$ cat src/rtl/sram_dma.sv
// rtl/sram_dma.sv - single-port SRAM DMA engine: ascending word copy or constant fill
//
// Ports:
//   clk, rst_n       : clock, asynchronous active-low reset
//   start            : transfer request, sampled only while idle
//   mode             : 0 = copy src -> dst, 1 = fill dst with fill
//   src, dst, len    : first source/destination address and word count
//   fill             : fill value
//   busy, done       : busy in every non-idle state; done pulses for one cycle
//   mem_we, mem_a    : SRAM write enable and address
//   mem_din          : SRAM write data
//   mem_dout         : SRAM combinational read data of mem[mem_a]
module sram_dma #(
    parameter int AW = 16,
    parameter int DW = 16
) (
    input  logic          clk,
    input  logic          rst_n,
    input  logic          start,
    input  logic          mode,
    input  logic [AW-1:0] src,
    input  logic [AW-1:0] dst,
    input  logic [AW-1:0] len,
    input  logic [DW-1:0] fill,
    output logic          busy,
    output logic          done,
    output logic          mem_we,
    output logic [AW-1:0] mem_a,
    output logic [DW-1:0] mem_din,
    input  logic [DW-1:0] mem_dout
);

    typedef enum logic [1:0] {
        IDLE = 2'd0,
        RD   = 2'd1,
        WR   = 2'd2,
        FIN  = 2'd3
    } state_t;

    localparam logic [AW-1:0] ONE = {{(AW-1){1'b0}}, 1'b1};

    state_t        state_q, state_d;
    logic          mode_q, mode_d;
    logic [DW-1:0] fill_q, fill_d;
    logic [AW-1:0] src_ptr_q, src_ptr_d;
    logic [AW-1:0] dst_ptr_q, dst_ptr_d;
    logic [AW-1:0] cnt_q, cnt_d;
    logic [DW-1:0] data_q, data_d;

    always_ff @(posedge clk or negedge rst_n) begin
        if (!rst_n) begin
            state_q   <= IDLE;
            mode_q    <= 1'b0;
            fill_q    <= '0;
            src_ptr_q <= '0;
            dst_ptr_q <= '0;
            cnt_q     <= '0;
            data_q    <= '0;
        end else begin
            state_q   <= state_d;
            mode_q    <= mode_d;
            fill_q    <= fill_d;
            src_ptr_q <= src_ptr_d;
            dst_ptr_q <= dst_ptr_d;
            cnt_q     <= cnt_d;
            data_q    <= data_d;
        end
    end

    // Operands are only loaded in IDLE, so a transfer in flight cannot be
    // disturbed by start or by the operand inputs changing.
    always_comb begin
        state_d   = state_q;
        mode_d    = mode_q;
        fill_d    = fill_q;
        src_ptr_d = src_ptr_q;
        dst_ptr_d = dst_ptr_q;
        cnt_d     = cnt_q;
        data_d    = data_q;
        case (state_q)
            IDLE: begin
                if (start) begin
                    mode_d    = mode;
                    fill_d    = fill;
                    src_ptr_d = src;
                    dst_ptr_d = dst;
                    cnt_d     = len;
                    if (len == '0) begin
                        state_d = FIN;
                    end else if (mode) begin
                        state_d = WR;
                    end else begin
                        state_d = RD;
                    end
                end
            end
            RD: begin
                data_d  = mem_dout;
                state_d = WR;
            end
            WR: begin
                dst_ptr_d = dst_ptr_q + ONE;
                if (!mode_q) begin
                    src_ptr_d = src_ptr_q + ONE;
                end
                cnt_d = cnt_q - ONE;
                // cnt_q is never zero here: LEN=0 bypasses RD/WR entirely.
                if (cnt_q == ONE) begin
                    state_d = FIN;
                end else if (mode_q) begin
                    state_d = WR;
                end else begin
                    state_d = RD;
                end
            end
            FIN: begin
                state_d = IDLE;
            end
            default: begin
                state_d = IDLE;
            end
        endcase
    end

    // Memory-side outputs decode the registered state only, so the
    // asynchronous reset clears them immediately and start never reaches them.
    always_comb begin
        busy    = (state_q != IDLE);
        done    = (state_q == FIN);
        mem_we  = 1'b0;
        mem_a   = '0;
        mem_din = '0;
        case (state_q)
            RD: begin
                mem_a = src_ptr_q;
            end
            WR: begin
                mem_we  = 1'b1;
                mem_a   = dst_ptr_q;
                mem_din = mode_q ? fill_q : data_q;
            end
            default: begin
                mem_we = 1'b0;
            end
        endcase
    end

endmodule

$ cat config.mk
export PLATFORM = sky130hd
export DESIGN_NAME = sram_dma
export DESIGN_NICKNAME = d
export VERILOG_FILES = /design/src/rtl/sram_dma.sv
export SDC_FILE = /design/constraint.sdc
export NUM_CORES = 1
export LEC_CHECK = 0
export CAP_MARGIN = 20
export CORE_MARGIN = 3
export CORE_UTILIZATION = 55
export DETAILED_ROUTE_END_ITERATION = 16
export PLACE_DENSITY = 0.83
export SLEW_MARGIN = 5
export SYNTH_ARGS = -nofsm -noshare
export SYNTH_HDL_FRONTEND = slang
export SYNTH_SLANG_ARGS = --single-unit
$ cat constraint.sdc
create_clock -name clk -period 3.2 [get_ports clk]
set_input_delay 0.64 -clock clk [delete_from_list [all_inputs] [get_ports clk]]
set_output_delay 0.64 -clock clk [all_outputs]
set_load 0.05 [all_outputs]
# Yosys cells after proc, flatten, opt, wreduce, memory -nomap -nowiden
# Cells that the tools add are included.
[word_totals]
register_bits = 83
inputBits = 84
out_inout_bits = 35
word_cells = 40
[classes]
n_addsub = 3
eq_ne = 6
mux = 17
n_reduce_logical = 7
[op_table]
columns = ["cell", "n"]
rows = [
  ["$pmux 16 s2", 4],
  ["$mux 16", 6],
  ["$add 16x1->16 const B", 2],
  ["$eq 16x1->1 const B", 1],
  ["$logic_not 16->1", 1],
  ["$sub 16x1->16 const B", 1],
  ["$mux 2", 5],
  ["$pmux 2 s4", 1],
  ["$eq 2x2->1 const B", 2],
  ["$ne 2x2->1 const B", 2],
  ["$reduce_and 2->1", 2],
  ["$reduce_bool 2->1", 2],
  ["$reduce_and 3->1", 1],
  ["$eq 2x1->1 const B", 1],
  ["$logic_not 2->1", 1],
  ["$mux 1", 1],
]

# Longest topological paths before layout
[depth]
word_depth = 4
ltp_mapped = 9
mapped_depth_nobuf = 6

# Least setup slack after synthesis
# No wires, ideal clock.
[synth_timing]
kind = "flip-flop to output port"
startpoint = "reg state_q[0]"
endpoint = "out mem_a[0]"
t_arrival_ns = 2.826
slack_ns = -0.266
path_stages_with_launch = 7
n_path_buf = 2
path_cell_list = "dfrtp_1 > inv_1 > ha_1 > clkbuf_1 > clkbuf_1 > nand2_1 > a21boi_0"
[synth_between]
elab_chain_len = 2
elab_cells_between_ends = 3
classes_between = "eq/ne: 2; mux: 1"
[synth_lines]
columns = ["element", "line_no", "source"]
rows = [
  ["start: declaration", "42", "state_t state_q, state_d;"],
  ["start signal: assignment", "60", "state_q <= state_d;"],
  ["$eq 2x2->1 or $eq 2x1->1 (tied branches)", "133", "case (state_q)"],
  ["$pmux 16 s2 *", "133", ""],
  ["end: declaration", "28", "output logic [AW-1:0] mem_a,"],
]
# Mark *: on every way between the ends. The rest lies on a longest branch, timed or not.

# Final worst setup path
[layout_timing]
startpoint = "reg state_q[0]"
endpoint = "out busy"
[layout_between]
elab_chain_len = 1
[layout_lines]
columns = ["element", "line_no", "source"]
rows = [
  ["$reduce_bool 2->1", "128", "busy = (state_q != IDLE);"],
  ["end: declaration", "25", "output logic busy,"],
]
# Every way passes these cells.

==> results.tsv <==
metric	value	unit
grt.met3_usage	0.08396	
setup_tns	0	ps
finalCritPeriodShare	0.8919	
total_leakage_power	2.789	nW
clkPwrFrac	0.096	
maxCapViolations	0	
yosysWarnings	0	
core	0.008891	mm²
die-area	0.01050	mm²
hp-class	in2async	
outcome	complete, no violations	
yosysMostFrequentCell	dfrtp_1	
synth-edff-count	0	
use_met1	0.4017	
slew_headroom	0.2796	
crit_arrival	2210	ps
hpwl	10720	µm
drive_gt1_frac	0.1607	
critPathLaunchType	register	
cp_cell_sequence	inv_1 -> ha_1 -> inv_1 -> clkdlybuf4s50_1	
fin_skew	9.607	ps
die_x	102.5	µm
postLayoutCellArea	0.006917	mm²
gp_congestion	0.9092	
die_h	102.5	µm
drt_iter0_drc	475	
power_frac_seq	0.293	
clk_pin_slew	100	ps
diodes	0	
routedWlPerCell	19.49	µm
cts_hold_buffers	0	
cp_top_family	buffers and inverters	
antenna_found_initial	0	
num_rows	34	
drt_wl_total	15200	µm
clk_latency	360	ps
numCtsBuffers	9	
grtUsageMet2	0.4657	
final_nets	760	
ys_async_sr_fraction	1.000	
initial_core_util	0.5756	
ys_ff_latch	83	
synthTopCellsByCount	dfrtp_1 (83), nor2_1 (47), clkbuf_1 (37), nand2_1 (37), mux2i_1 (36)	
grt_util_all_layers	0.2962	
grt_max_degree	84	
area_delta_synth_final	35.16	%
worst_pin_slew	1081	ps
ys_top_cells_by_area	dfrtp_1 (41%), mux2_2 (7.5%), mux2i_1 (7.0%)	
cts_tree	built	
drt-pass1-iter-count	6	
yosysTopAreaCell	dfrtp_1	
ctsResizeCount	0	
cp_num_buf_inv	3	
htreeDepth	3	
layout_min_cycle_time	2854	ps
cpMostUsedCell	inv_1	
grt_pass1_vias	4907	
drc	0	
grt.busiest_layer	met2	
setup_viol	0	
synth_top_cell_area_share	0.4059	
intPower	4.057	mW
p_per_area	1139	mW/mm²
clock-sinks	83	
critPathSlowestCell	clkdlybuf4s50_1	
cp-end-kind	primary output	
clk_path_buf_depth	2	
finalMaxSlewViolations	0	
ios	119	
yosysSeqAreaShare	0.4059	
combPwrFrac	0.611	
grt_pass1_wl	24470	µm
postRouteAntennaNets	0	
synthCells	566	
vias	5096	
required	2560	ps
synthFlopType	dfrtp_1	
crit_fanout	11	
grt_overflow	0	
synthesis.area	0.005117	mm²
synth_nets	659	
p_sw_frac	0.4849	
fillers	617	
rsz0062_at_grt	false	
portBuffers	118	
fmax	350.4	MHz
cts_setup_buffers	0	
vdd_ir_drop_max	0.7070	mV
path_class	reg2out	
vias_per_cell	6.533	
dpl_cell_area	0.006700	mm²
syn_avg_cell_area	9.041	µm²
cts_root_buffer	clkbuf_8	
slowest_delay	730	ps
finalHoldViolations	0	
switchingPower	3.820	mW
ys_types	48	
registers in the layout, indices dropped and copies added (netlist names):
signal     count
cnt_q         16
data_q        16
dst_ptr_q     16
fill_q        16
src_ptr_q     16
state_q        2
mode_q         1
cells in the final DEF, fill, tap and decap left out, types with 4 or more instances in the layout:
cell and count:
a211oi_1 4, a21oi_1 32, a22oi_1 17, a31oi_1 9, and2_1 4, and3_1 8
buf_12 32, buf_4 16, clkbuf_8 9, clkdlybuf4s50_1 85, dfrtp_1 83, ha_1 8
inv_1 17, inv_6 4, mux2_2 34, mux2i_1 36, nand2_1 37, nand3_1 24
nand4_1 17, nor2_1 47, nor2b_1 17, nor3_1 9, nor4_1 14, o211ai_1 6
o21ai_0 23, o22ai_1 27, o32ai_1 4, or3_1 4, or4_1 6
power groups by stage:
stage	Combinational [mW]	Sequential, mW	Clock, mW
6_report	4.81	2.31	0.756
2_1_floorplan	3.22	1.99	0
5_1_grt	5.18	2.39	0.807
4_1_cts	4.80	2.28	0.759
3_3_place_gp	4.63	2.24	0
3_5_place_dp	4.76	2.29	0
metal layers:
metal  share of wire  vias up
li1                -     2319
met1            0.41     2442
met2            0.47      298
met3            0.10       37
met4           0.023        0
met5               0        -
cell families after synthesis:
| kind of cell | share of synthesized area |
|---|---|
| compound gates | 0.1704 |
| fa+ha+maj | 0.02201 |
| buf+inv | 0.04499 |
| simple gates | 0.2115 |
| flops | 0.4059 |
| mux | 0.1452 |
metrics by stage:
step                total power [mW]  cells  setup slack [ps]  utilization  hold WS [ps]
finish                         7.877    780             345.8       0.7779         224.7
global route                   8.383    780             227.7       0.7779         246.0
CTS                            7.841    779             367.1       0.7748         512.9
detailed placement             7.056    763             455.4       0.7536         494.4
global placement               6.869    763             501.1       0.7536         486.8
floorplan                      5.211    566             84.57            -         344.4
worst paths after layout:
kind                       slack [ps]       endpoint        from  cells past startpoint
max in group asynchronous        2350     state_q[1]       rst_n                      2
max                               350           busy  state_q[0]                      4
min reg2reg                       510      data_q[2]   data_q[2]                      1
min in group clk                  510      data_q[2]   data_q[2]                      1
max reg2reg                       480  src_ptr_q[15]  state_q[0]                      7
min                               220       cnt_q[5]       rst_n                      1
cell type report:
cell class                      instances  area (µm²)  share of cell area
Multi-Input combinational cell        422        2813              0.4067
Sequential cell                        83        2077              0.3003
Timing Repair Buffer                  134        1639              0.2370
Tap cell                              108       135.1             0.01954
Clock buffer                            9       123.9             0.01791
Clock inverter                          7       65.06            0.009407
Inverter                               17       63.81            0.009226
worst reg2reg max path, delay by kind of cell (launching register included):
family          cells  cell delay [ps]
buf+inv             2              520
compound gates      1              230
simple gates        3             1230
flops               1              430
fa+ha+maj           1              240
No activity file was read; power rests on OpenSTA's default activity.
